## src/rtl/uart_rx_fsm.sv

```systemverilog
// UART receive controller: sequences start, data, optional parity and stop bits
// against an external edge/bit counter and issues sampler, shift and checker strobes.
module uart_rx_fsm #(
    parameter int unsigned Data_Width = 8,
    parameter int unsigned B_C_W      = $clog2(Data_Width + 4)
) (
    input  logic             CLK,
    input  logic             RST,
    input  logic             RX_IN,
    input  logic             PAR_EN,
    input  logic [5:0]       Prescale,
    input  logic [5:0]       Edge_Count,
    input  logic [B_C_W-1:0] Bit_Count,
    input  logic             Strt_Glitch,
    input  logic             Par_Err,
    input  logic             Stp_Err,
    output logic             Cnt_En,
    output logic             Dat_Samp_En,
    output logic             Deser_En,
    output logic             Strt_Chk_En,
    output logic             Par_Chk_En,
    output logic             Stp_Chk_En,
    output logic             Data_Valid
);

    typedef enum logic [2:0] {
        IDLE   = 3'd0,
        START  = 3'd1,
        DATA   = 3'd2,
        PARITY = 3'd3,
        STOP   = 3'd4
    } state_t;

    state_t state, state_nxt;
    logic   err_flag, err_nxt, dv_nxt;
    logic   at_cp, at_eob, last_data;

    // Check point sits just past mid-bit; end of bit is the last oversample edge.
    assign at_cp     = (Edge_Count == ((Prescale >> 1) + 6'd1));
    assign at_eob    = (Edge_Count == (Prescale - 6'd1));
    assign last_data = (Bit_Count == B_C_W'(Data_Width));

    always_ff @(posedge CLK or negedge RST) begin
        if (!RST) begin
            state      <= IDLE;
            err_flag   <= 1'b0;
            Data_Valid <= 1'b0;
        end else begin
            state      <= state_nxt;
            err_flag   <= err_nxt;
            Data_Valid <= dv_nxt;
        end
    end

    always_comb begin
        state_nxt   = state;
        err_nxt     = err_flag;
        dv_nxt      = 1'b0;
        Cnt_En      = 1'b1;
        Dat_Samp_En = 1'b1;
        Deser_En    = 1'b0;
        Strt_Chk_En = 1'b0;
        Par_Chk_En  = 1'b0;
        Stp_Chk_En  = 1'b0;

        case (state)
            IDLE: begin
                Cnt_En      = 1'b0;
                Dat_Samp_En = 1'b0;
                if (!RX_IN) begin
                    state_nxt = START;
                    err_nxt   = 1'b0;
                end
            end
            START: begin
                Strt_Chk_En = at_cp;
                if (at_cp && Strt_Glitch) begin
                    state_nxt = IDLE;
                end else if (at_eob) begin
                    state_nxt = DATA;
                end
            end
            DATA: begin
                Deser_En = at_cp;
                if (at_eob && last_data) begin
                    state_nxt = PAR_EN ? PARITY : STOP;
                end
            end
            PARITY: begin
                Par_Chk_En = at_cp;
                if (at_cp && Par_Err) begin
                    err_nxt = 1'b1;
                end
                if (at_eob) begin
                    state_nxt = STOP;
                end
            end
            STOP: begin
                Stp_Chk_En = at_cp;
                if (at_cp && Stp_Err) begin
                    err_nxt = 1'b1;
                end
                // Errors never abort: the stop bit always runs to its end.
                if (at_eob) begin
                    state_nxt = IDLE;
                    dv_nxt    = !err_nxt;
                end
            end
            default: begin
                state_nxt = IDLE;
            end
        endcase
    end

endmodule

```

## config.mk

```make
export PLATFORM = sky130hd
export DESIGN_NAME = uart_rx_fsm
export DESIGN_NICKNAME = d
export VERILOG_FILES = /design/src/rtl/uart_rx_fsm.sv
export SDC_FILE = /design/constraint.sdc
export NUM_CORES = 1
export LEC_CHECK = 0
export ABC_AREA = 1
export BUFFER_PORTS_ARGS = -buffer_cell sky130_fd_sc_hd__buf_4
export CAP_MARGIN = 0
export CORE_AREA = 2 2 43 45
export DETAILED_ROUTE_END_ITERATION = 6
export DIE_AREA = 0 0 45 47
export GPL_ROUTABILITY_DRIVEN = 1
export GPL_TIMING_DRIVEN = 0
export PLACE_DENSITY_LB_ADDON = 0.1
export SYNTH_ARGS = -nofsm -noshare
export SYNTH_HDL_FRONTEND = slang
export SYNTH_SLANG_ARGS = --single-unit
export TNS_END_PERCENT = 5
```

## constraint.sdc

```tcl
create_clock -name CLK -period 3.8 [get_ports CLK]
set_input_delay 0.76 -clock CLK [delete_from_list [all_inputs] [get_ports CLK]]
set_output_delay 0.76 -clock CLK [all_outputs]
set_load 0.03 [all_outputs]
```

==> results by group <==
Status
  – Outcome: complete, no violations

Yosys
  – Synth Instances: around 150
  – Synth async-reset ratio: 100%
  – Post-synth top cells: nand2_1 (49), inv_1 (26), nand3_1 (14), nor2_1 (14), inv_2 (6)
  – Primary FF master, synth: dfrtp_1
  – Netlist cell types: 23
  – Ys Warns: 0
  – Area share of the largest cell type after synthesis: 22.2%
  – Syn_area_per_cell: 5.49 um2
  – Post-synth top area cell: nand2_1
  – Mapped cell area: ~830 um2
  – Dominant cells by area after synthesis: nand2_1 (22%), dfrtp_1 (15%), inv_1 (12%)
  – Syn Nets: 177
  – Post-synthesis sequential area ratio: 15.1%
  – Number of synthesized flops with an enable pin: 0
  – Most common cell in the synthesized netlist: nand2_1
  – Synthesis-stage register bit count: 5

Pwr
  – Gate power share: 68.6%
  – Power per cell area: 442 nW/um2
  – Part of the power in registers: a little under a fifth
  – Clk pwr share: 12.6%
  – Sw power: 0.247 mW
  – VDD IR-drop max: 293 uV
  – Tot Pwr: roughly 0.48 mW
  – Pint: 0.233 mW
  – Sw frac: 51.4%
  – P_leak: 0.643 nW

STA
  – Endpoints failing setup: 0
  – Final Max Tran Viols: 0
  – Slew @ Worst Pin: 0.345 ns
  – Fin crit period: 2.99 ns
  – Top achievable clock speed: 335 MHz
  – Final Skew: 0.000253 ns
  – RSZ-0062 raised after global routing: false
  – Final setup TNS: 0 ns
  – Final hold vios: 0
  – Hold_ws: 0.313 ns
  – Tcrit/Tclk final: about 80%
  – Slew headroom: 76.8%

Clock network
  – Longest Clk Path Bufs: 2
  – Post-CTS setup buffer count: 0
  – Post-CTS sizing: 0
  – Hold bufs inserted after CTS: 0
  – H-Tree Depth: 1
  – Worst-Skew Late Latency: 0.24 ns
  – CTS tree: done
  – Clk slew on worst S/H paths: 0.04 ns
  – CTS Sinks: 5
  – CTS root buf: clkbuf_4
  – TritonCTS buffer count: 3

Worst setup path
  – WP data required: 3.04 ns
  – Crit Path Class: in -> out
  – R2r setup slk: about 2.3 ns
  – CP Capture Type: output pin
  – Worst-path fanout max: 7
  – Worst Path Arrival: roughly 2.2 ns
  – Crit path launch type: input pin

Min path
  – Worst hold path type: in -> async

Final layout
  – Post-route core utilization: roughly 66%
  – P&R area growth vs syn: 31.1%
  – Layout cell share with drive strength beyond 1: 24.6%
  – Post-layout net count: 210
  – N_diodes: 0

Drt
  – Initial DRC count: 15
  – WL met2: 1160 um
  – Drt first pass iters: 4
  – Per-cell routed wire length: 10.6 um
  – Routed met1 length: 815 um
  – Remaining antenna violation count: 0
  – Detailed Route WL: approximately 2100 um
  – DRC Markers: 0
  – Top Metal Used: met4
  – Vias: 981
  – Vias/cell: 4.91
  – Met3 WL: slightly above 90 um

Placed design
  – DP Wirelength: 1800 um
  – Routability cong.: 0.877
  – PortBufs: 28

Die
  – I/O pin total: 30
  – Die width: 45 um
  – Core area: 1650 um2
  – Die Ht: 47 um
  – # rows: 15
  – Starting density of the core: approximately half
  – DIE AREA: 2120 um2

GRT
  – Number of global-route vias before repair: 992
  – First-pass GRT wire length: 3590 um
  – Antenna violations before repair: 0
  – Total GRT Usage: 22.5%
  – Largest net degree at the start of global routing: 10
  – GR Overflow Total: 0

Run
  – Max cap viols: 0
## registers in the layout (all words and copies together) (netlist names)
name,cells
state,3
Data_Valid,1
err_flag,1
## path summary, 6_finish.rpt
kind / start / depth (start not counted) / end
max in group asynchronous: RST / 1 / Data_Valid
min in group CLK: err_flag / 2 / err_flag
hold / removal: RST / 1 / state[1]
hold reg to reg: err_flag / 2 / err_flag
setup reg to reg: state[1] / 9 / state[1]
setup / recovery: Prescale[1] / 11 / Strt_Chk_En
## per-layer routing
metal / up-vias / track usage, %
met3: 8 / 1.15
met1: 425 / 21.6
li1: 520 / -
met2: 28 / 45.4
met4: 0 / 15.3
met5: - / 0
## cell usage in the layout (no fill, tap or decap), types with 4 or more instances in the layout
cell type / Yosys / layout
buf_4: 1 / 29
dfrtp_1: 5 / 5
inv_1: 26 / 26
inv_2: 6 / 6
nand2_1: 49 / 49
nand3_1: 14 / 14
nor2_1: 14 / 14
nor3_1: 4 / 4
o21ai_0: 4 / 4
xnor2_1: 4 / 4
xor2_1: 5 / 5
## critical path: stages
cell     delay [ns]
buf_4          0.13
inv_1          0.06
ha_1           0.31
nand2_1        0.07
nand2_1        0.05
nor2_1         0.12
nand2_1        0.10
nor2_4         0.11
nand2_2        0.11
nor4_1         0.19
buf_4          0.21
## final cells by class
cell class,count,area (um2)
Fill cell,177,566
Multi-Input combinational cell,110,557
Timing Repair Buffer,28,210
Inverter,34,128
Sequential cell,5,125
Clock buffer,4,26.3
Tap cell,17,21.3
Buffer,2,18.8
## power by group through the flow
stage	clock network, mW	registers [mW]	logic (mW)
finish	0.0603	0.0902	0.329
global route	0.0664	0.0929	0.367
CTS	0.0620	0.0900	0.327
detailed placement	0	0.0905	0.325
global placement	0	0.0898	0.311
floorplan	0	0.0856	0.237
## metrics by stage
stage | setup WS, ns | cells | cell area [um2]
after global routing | 0.597 | 200 | 1090
after detailed placement | 0.816 | 196 | 1060
after floorplan | 0.574 | 151 | 828
final | 0.814 | 200 | 1090
after global placement | 0.850 | 196 | 1060
after CTS | 0.808 | 200 | 1090
## cells by family after synthesis
kind of cell               after synthesis  share of synthesized area [%]
AOI/OAI and AO/OA                        8                           5.89
adders and majority gates                3                           4.53
xor gates and xnor gates                 9                           9.52
buffers and inverters                   36                           17.7
DFF                                      5                           15.1
and+or+nand+nor                         90                           47.3
Power figures use the tool's default switching activity.
